--- config.mk ---
export PLATFORM = sky130hd
export DESIGN_NAME = icache_fill
export DESIGN_NICKNAME = d
export VERILOG_FILES = /design/src/rtl/icache_fill_pkg.sv /design/src/rtl/icache_fill.sv
export SDC_FILE = /design/constraint.sdc
export NUM_CORES = 1
export LEC_CHECK = 0
export BUFFER_PORTS_ARGS = -buffer_cell sky130_fd_sc_hd__buf_2
export CORE_UTILIZATION = 51
export DETAILED_ROUTE_END_ITERATION = 7
export PLACE_DENSITY = 0.81
export SYNTH_ARGS = -nofsm -noshare
export SYNTH_HDL_FRONTEND = slang
export SYNTH_SLANG_ARGS = --single-unit
--- constraint.sdc ---
create_clock -name clk -period 4.1 [get_ports clk]
set_input_delay 1.025 -clock clk [delete_from_list [all_inputs] [get_ports clk]]
set_output_delay 1.025 -clock clk [all_outputs]
set_load 0.01 [all_outputs]
--- src/rtl/icache_fill_pkg.sv ---
// Shared icache geometry and refill-engine state encoding.
// Imported by the icache and by the refill engine.
package icache_fill_pkg;

    localparam int unsigned ADDR_WIDTH  = 32;
    localparam int unsigned INST_WIDTH  = 32;
    localparam int unsigned INDEX_WIDTH = 4;
    localparam int unsigned TAG_WIDTH   = 24;

    // PC bit positions of the icache index and tag fields.
    localparam int unsigned INDEX_LSB = 4;
    localparam int unsigned TAG_LSB   = INDEX_LSB + INDEX_WIDTH;

    // The read phase spends one extra cycle past the last address to capture the final byte.
    localparam logic [2:0] LAST_BEAT = 3'(INST_WIDTH / 8);

    typedef enum logic [1:0] {
        StIdle    = 2'd0,
        StWaitGnt = 2'd1,
        StRead    = 2'd2,
        StDone    = 2'd3
    } fill_state_e;

endpackage

--- src/rtl/icache_fill.sv ---
// Instruction-miss refill engine: fetches four bytes from the byte-wide RAM port
// and hands the little-endian word to the icache as a single update pulse.
module icache_fill
    import icache_fill_pkg::*;
(
    input  logic                   clk,
    input  logic                   rst_n_in,
    input  logic                   rdy_in,
    input  logic                   flush_in,
    input  logic                   miss_en_in,
    input  logic [ADDR_WIDTH-1:0]  miss_pc_in,
    output logic                   mem_req_out,
    input  logic                   mem_gnt_in,
    output logic [ADDR_WIDTH-1:0]  mem_a_out,
    output logic                   mem_wr_out,
    input  logic [7:0]             mem_din_in,
    output logic                   update_out,
    output logic [INST_WIDTH-1:0]  inst_out,
    output logic [INDEX_WIDTH-1:0] idx_out,
    output logic [TAG_WIDTH-1:0]   tag_out,
    output logic                   busy_out
);

    fill_state_e            state_q, state_d;
    logic [ADDR_WIDTH-1:0]  base_q, base_d;
    logic [2:0]             cnt_q, cnt_d;
    logic [INST_WIDTH-1:0]  buf_q, buf_d;
    logic [INST_WIDTH-1:0]  inst_q, inst_d;
    logic [INDEX_WIDTH-1:0] idx_q, idx_d;
    logic [TAG_WIDTH-1:0]   tag_q, tag_d;

    logic [1:0]             addr_off;
    logic [1:0]             byte_sel;

    // Address stays on the last byte while that byte is still in flight.
    assign addr_off = (cnt_q >= 3'd3) ? 2'd3 : cnt_q[1:0];
    // Data returned in beat k belongs to byte k-1; beat 4 wraps to byte 3.
    assign byte_sel = cnt_q[1:0] - 2'd1;

    always_comb begin
        state_d = state_q;
        base_d  = base_q;
        cnt_d   = cnt_q;
        buf_d   = buf_q;
        inst_d  = inst_q;
        idx_d   = idx_q;
        tag_d   = tag_q;

        unique case (state_q)
            StIdle: begin
                if (miss_en_in && !flush_in) begin
                    base_d  = miss_pc_in;
                    state_d = StWaitGnt;
                end
            end

            StWaitGnt: begin
                if (flush_in) begin
                    state_d = StIdle;
                end else if (mem_gnt_in) begin
                    cnt_d   = '0;
                    state_d = StRead;
                end
            end

            StRead: begin
                if (flush_in) begin
                    cnt_d   = '0;
                    state_d = StIdle;
                end else begin
                    if (cnt_q != 3'd0) begin
                        buf_d[{byte_sel, 3'b000} +: 8] = mem_din_in;
                    end
                    if (cnt_q == LAST_BEAT) begin
                        inst_d  = buf_d;
                        idx_d   = base_q[INDEX_LSB +: INDEX_WIDTH];
                        tag_d   = base_q[TAG_LSB +: TAG_WIDTH];
                        cnt_d   = '0;
                        state_d = StDone;
                    end else begin
                        cnt_d = cnt_q + 3'd1;
                    end
                end
            end

            StDone: begin
                // Flush is ignored here: the word is valid for its PC regardless.
                state_d = StIdle;
            end

            default: state_d = StIdle;
        endcase
    end

    always_ff @(posedge clk or negedge rst_n_in) begin
        if (!rst_n_in) begin
            state_q <= StIdle;
            base_q  <= '0;
            cnt_q   <= '0;
            buf_q   <= '0;
            inst_q  <= '0;
            idx_q   <= '0;
            tag_q   <= '0;
        end else if (rdy_in) begin
            state_q <= state_d;
            base_q  <= base_d;
            cnt_q   <= cnt_d;
            buf_q   <= buf_d;
            inst_q  <= inst_d;
            idx_q   <= idx_d;
            tag_q   <= tag_d;
        end
    end

    always_comb begin
        mem_req_out = (state_q == StWaitGnt) || (state_q == StRead);
        mem_a_out   = (state_q == StRead) ? (base_q + ADDR_WIDTH'(addr_off)) : '0;
        mem_wr_out  = 1'b0;
        update_out  = (state_q == StDone);
        busy_out    = (state_q != StIdle);
        inst_out    = inst_q;
        idx_out     = idx_q;
        tag_out     = tag_q;
    end

endmodule

Word-level counts from Yosys, hierarchy flattened:

Index checks and enable logic that the tools add are counted.

* add/subtract/negate cells: 4
* magnitude comparators: 1
* equal/unequal tests: 9
* shift operators: 2
* mux-type cells: 15
* bitwise gates (word level): 1
* reductions and logical operators: 12

Operators with widths (count)
* $mux W32: 2
* $add A32 B2 Y32: 1
* $bwmux W32: 1
* $shift A8 B7 Y32 const A: 1
* $shiftx A8 B7 Y32: 1
* $mux W2: 6
* $mux W3: 4
* $reduce_and A4 Y1: 3
* $pmux W2 S4: 1
* $neg A5 Y7: 1
* $ne A2 B2 Y1 const B: 3
* $ne A3 B3 Y1 const B: 2
* $pmux W3 S2: 1
* $reduce_and A3 Y1: 2
* $eq A2 B2 Y1 const B: 2
* $reduce_bool A2 Y1: 2
* $add A3 B1 Y3 const B: 1
* $eq A3 B3 Y1 const B: 1
* $ge A3 B2 Y1 const B: 1
* $reduce_bool A3 Y1: 1
* $eq A2 B1 Y1 const B: 1
* $logic_not A2 Y1: 1
* $sub A2 B1 Y2 const B: 1
* $logic_and A1 B1 Y1: 1
* 3 further kinds: 3

* register bits: 129
* bits of input ports: 46
* output and inout bits: 96
* word-level logic and storage cells: 51

Depth between registers and ports, before layout:

* word-level depth: 5
* mapped depth: 11
* depth with buffers taken out: 9

Worst setup path after synthesis:

No wires, ideal clock.

* path type: flip-flop to output port
* start: register cnt_q[0]
* end: output port mem_a_out[28]
* arrival: 2778 ps
* required time: 3075 ps
* setup slack: 297 ps
* cell stages (with the launch flop): 12
* path buffers: 2
* path through: dfrtp_1 > ha_1 > ha_1 > or3_1 > inv_1 > fa_1 > and4b_1 > buf_4 > nand2_4 > buf_6 > or4_1 > a21oi_1

* longest elaborated chain between the ends: 4

Ends and longest elaborated chain
* start, declared: RTL line icache_fill.sv:26 `logic [2:0] cnt_q, cnt_d;`
* start signal, assigned: RTL line icache_fill.sv:107 `cnt_q <= cnt_d;`
* $ge A3 B2 Y1: RTL line icache_fill.sv:36 `assign addr_off = (cnt_q >= 3'd3) ? 2'd3 : cnt_q[1:0];`
* $mux W2 *: RTL line icache_fill.sv:36
* $add A32 B2 Y32 *: RTL line icache_fill.sv:117 `mem_a_out = (state_q == StRead) ? (base_q + ADDR_WIDTH'(addr_off)) : '0;`
* $mux W32 *: RTL line icache_fill.sv:117
* end, declared: RTL line icache_fill.sv:14 `output logic [ADDR_WIDTH-1:0] mem_a_out,`

Every way passes the cells marked *; elsewhere a longest branch is shown, timed or not.

Worst setup path in the final report:

* start: register cnt_q[0]
* end: output port mem_a_out[26]

The elaborated chain is that of the path after synthesis.

==> results.json <==
{
  "status": "complete, but fails checks",
  "violations": "DRC",
  "start_util": 0.526,
  "tightestPinTransition_ns": 1.02,
  "slowest_stage": "o311ai_0",
  "hold_viol": 0,
  "routabilityCongestion": 0.876,
  "mostFrequentLayoutCell": "buf_2",
  "power_density_nw_per_um2": 542,
  "cts-root-buf": "clkbuf_16",
  "drive_above_1_share": 0.366,
  "cp_top_family": "simple AND/OR/NAND/NOR gates",
  "crit_top_cell": "inv_1",
  "yosys.area_share.simple": 0.181,
  "worst-path-stages": 10,
  "cp_slowest_stage_delay_ns": 0.43,
  "ys_warn_count": 0,
  "synthAdderAreaFrac": 0.0281,
  "cts_buffer_depth": 2,
  "tns_ns": 0,
  "cts_tree": "yes",
  "synth_top_family_by_area": "simple AND/OR/NAND/NOR gates",
  "r2r_cells": 6,
  "grt_pass1_vias": 5068,
  "synthXorXnorAreaFrac": 0.0159,
  "fillers": 865,
  "synth_area_sq_um": 6060,
  "grt_overflow_total": 0,
  "slew_viol_final": 0,
  "drt_iter0_drc": 324,
  "dp_hpwl_microns": 10100,
  "die_area_sq_um": 12300,
  "dr.pass1.iters": 7,
  "stdcell_area_sq_um": 7590,
  "setup_violations": 0,
  "syn_area_per_cell_sq_um": 10.3,
  "antenna_found_initial": 1,
  "nNetsFinal": 784,
  "die_h_microns": 111,
  "ys_seq_area_frac": 0.500,
  "clk_latency_ns": 0.42,
  "critPathMaxFanout": 5,
  "worst_setup_path_start_kind": "flop",
  "synth-seq-cells": 121,
  "synthMuxAreaShare": 0.118,
  "drv_cap": 0,
  "clk_pin_slew_ns": 0.06,
  "routedWlPerCell_microns": 18.0,
  "ant_nets": 0,
  "dpl_cell_area_sq_um": 6810,
  "wl_microns": 15800,
  "grt_pass1_wl_microns": 25300,
  "viasPerCell": 5.93,
  "syn_nets": 645,
  "synth.distinct_cells": 46,
  "path_cells": "inv_1 > nand2_1 > ha_1 > inv_1 > fa_2 > and4b_4 > nand4_1 > o311ai_0 > o41ai_1 > buf_2",
  "worstHoldPathType": "reg2reg",
  "core_area_sq_um": 11500,
  "cts.sinks": 121,
  "synth_compound_area_frac": 0.118,
  "arrival_ns": 3.01,
  "pin_count": 142,
  "critPathKind": "reg2out",
  "crit_buf_inv": 3,
  "worst-endpoint-required_ns": 3.07,
  "peakVddDrop_mv": 0.369,
  "min_period_ns": 4.04,
  "final_cell_mix": "buf_2 (139), dfrtp_1 (119), nand2_1 (88)",
  "leakage_uw": 0.00365,
  "finalCritPeriodShare": 0.985,
  "hold_buffers": 0,
  "clock.fmax_mhz": 248,
  "crit_path_end_kind": "primary output",
  "rows": 39,
  "h-tree-depth": 4,
  "via_count": 5233,
  "cts_buffers": 17,
  "grt_start_max_net_pins": 86,
  "die_w_microns": 111,
  "track_usage": 0.266,
  "syn2layout_area_growth_pct": 25.3,
  "drc": 14,
  "fin_skew_ns": 0.00832,
  "portBuffers": 140,
  "slew-limit-headroom": 0.318,
  "hold-path-cell-count": 2,
  "synth_cells": 586
}
-- cell families after synthesis --
kind of cell / count (synthesis)
AO/OA/AOI/OAI: 124
XOR/XNOR: 11
adder cells (fa/ha/maj): 13
buffers and inverters: 51
flip-flops: 121
multiplexers: 64
other: 1
AND/OR/NAND/NOR: 201
-- power by group --
group / switching (uW) / leakage, uW / internal [uW]
registers: 304 / 0.00162 / 1380
clock network: 526 / 0.000285 / 965
logic: 537 / 0.00174 / 407
total: 1370 / 0.00365 / 2750
-- synth_stat cells (all sizes together) --
cell    instances  area [sq um]
a21boi          8          60.1
inv            13          48.8
nand2          90           345
and2            2          12.5
nor2b           2          12.5
conb            1          3.75
or3             5          31.3
clkbuf         23          87.6
xor2            7          61.3
and4           22           193
nand2b          2          12.5
nand3b          1          7.51
or3b            1          8.76
nand3          16          97.6
mux2i           4          40.0
and3b           1          8.76
fa              1          20.0
or4            14           105
o41ai           1          8.76
o31ai          14           105
o21ai          56           280
nor4            1          12.5
a21o            1          7.51
a22o            8          70.1
nand4          20           131
a21oi          35           175
buf            15          95.1
dfrtp         121          3030
ha             12           150
nor2           16          60.1
nor4b           1          8.76
xnor2           4          35.0
and4b           1          10.0
o311ai          1          8.76
mux2           60           676
nor3            2          10.0
and3            2          12.5
nor3b           2          15.0
-- state kept, by name, indices dropped and copies added, names as in the netlist --
register / flops
state_q: 2
base_q: 32
tag_out: 24
inst_out: 32
cnt_q: 3
idx_out: 4
buf_q: 24
-- through the flow --
step | hold WS [ns] | total power (uW) | worst slack [ns] | util | cells
after floorplan | 0.445 | 2220 | 0.297 | - | 586
after global placement | 0.457 | 2490 | 0.261 | 0.592 | 837
after detailed placement | 0.464 | 2540 | 0.118 | 0.592 | 837
after CTS | 0.476 | 4070 | 0.0199 | 0.650 | 877
after global routing | 0.495 | 4310 | -0.0317 | 0.659 | 882
final | 0.470 | 4110 | 0.0622 | 0.659 | 882
-- worst paths after layout --
kind | slack (ns) | from | endpoint
min in group asynchronous | 0.71 | rst_n_in | tag_out[20]
max in group asynchronous | 2.59 | rst_n_in | inst_out[29]
worst min-delay path | 0.47 | inst_out[13] | inst_out[13]
worst max-delay path | 0.06 | cnt_q[0] | mem_a_out[26]
worst min register to register | 0.47 | inst_out[13] | inst_out[13]
worst max register to register | 1.46 | cnt_q[1] | buf_q[22]
-- per-layer routing --
| metal | wire [microns] | vias to the layer above | global-route usage |
|---|---|---|---|
| met5 | 0 | - | 0 |
| met4 | 583 | 0 | 0.147 |
| met2 | 7620 | 234 | 0.417 |
| li1 | - | 2403 | - |
| met3 | 1240 | 56 | 0.0869 |
| met1 | 6400 | 2540 | 0.326 |
-- layout make-up --
type / count / area [sq um] / share of cell area
Sequential cell: 121 / 3030 / 0.399
Multi-Input combinational cell: 416 / 2910 / 0.384
Timing Repair Buffer: 156 / 836 / 0.110
Clock buffer: 23 / 458 / 0.0603
Tap cell: 143 / 179 / 0.0236
Clock inverter: 9 / 123 / 0.0162
Inverter: 13 / 48.8 / 0.00643
Antenna cell: 1 / 2.50 / 0.000330
-- timing repair --
action                     CTS  global route
gates resized for setup      6            17
cloned                       1             1
setup endpoints to repair   18            13
buffers inserted             7             3
pin swaps                    1             3
-- worst min-delay path: stages (launching register included) --
cell and delay (ns):
dfrtp_1 0.33, nand2_1 0.05, o21ai_0 0.06
Note: power is estimated with default switching activity, not from simulation.
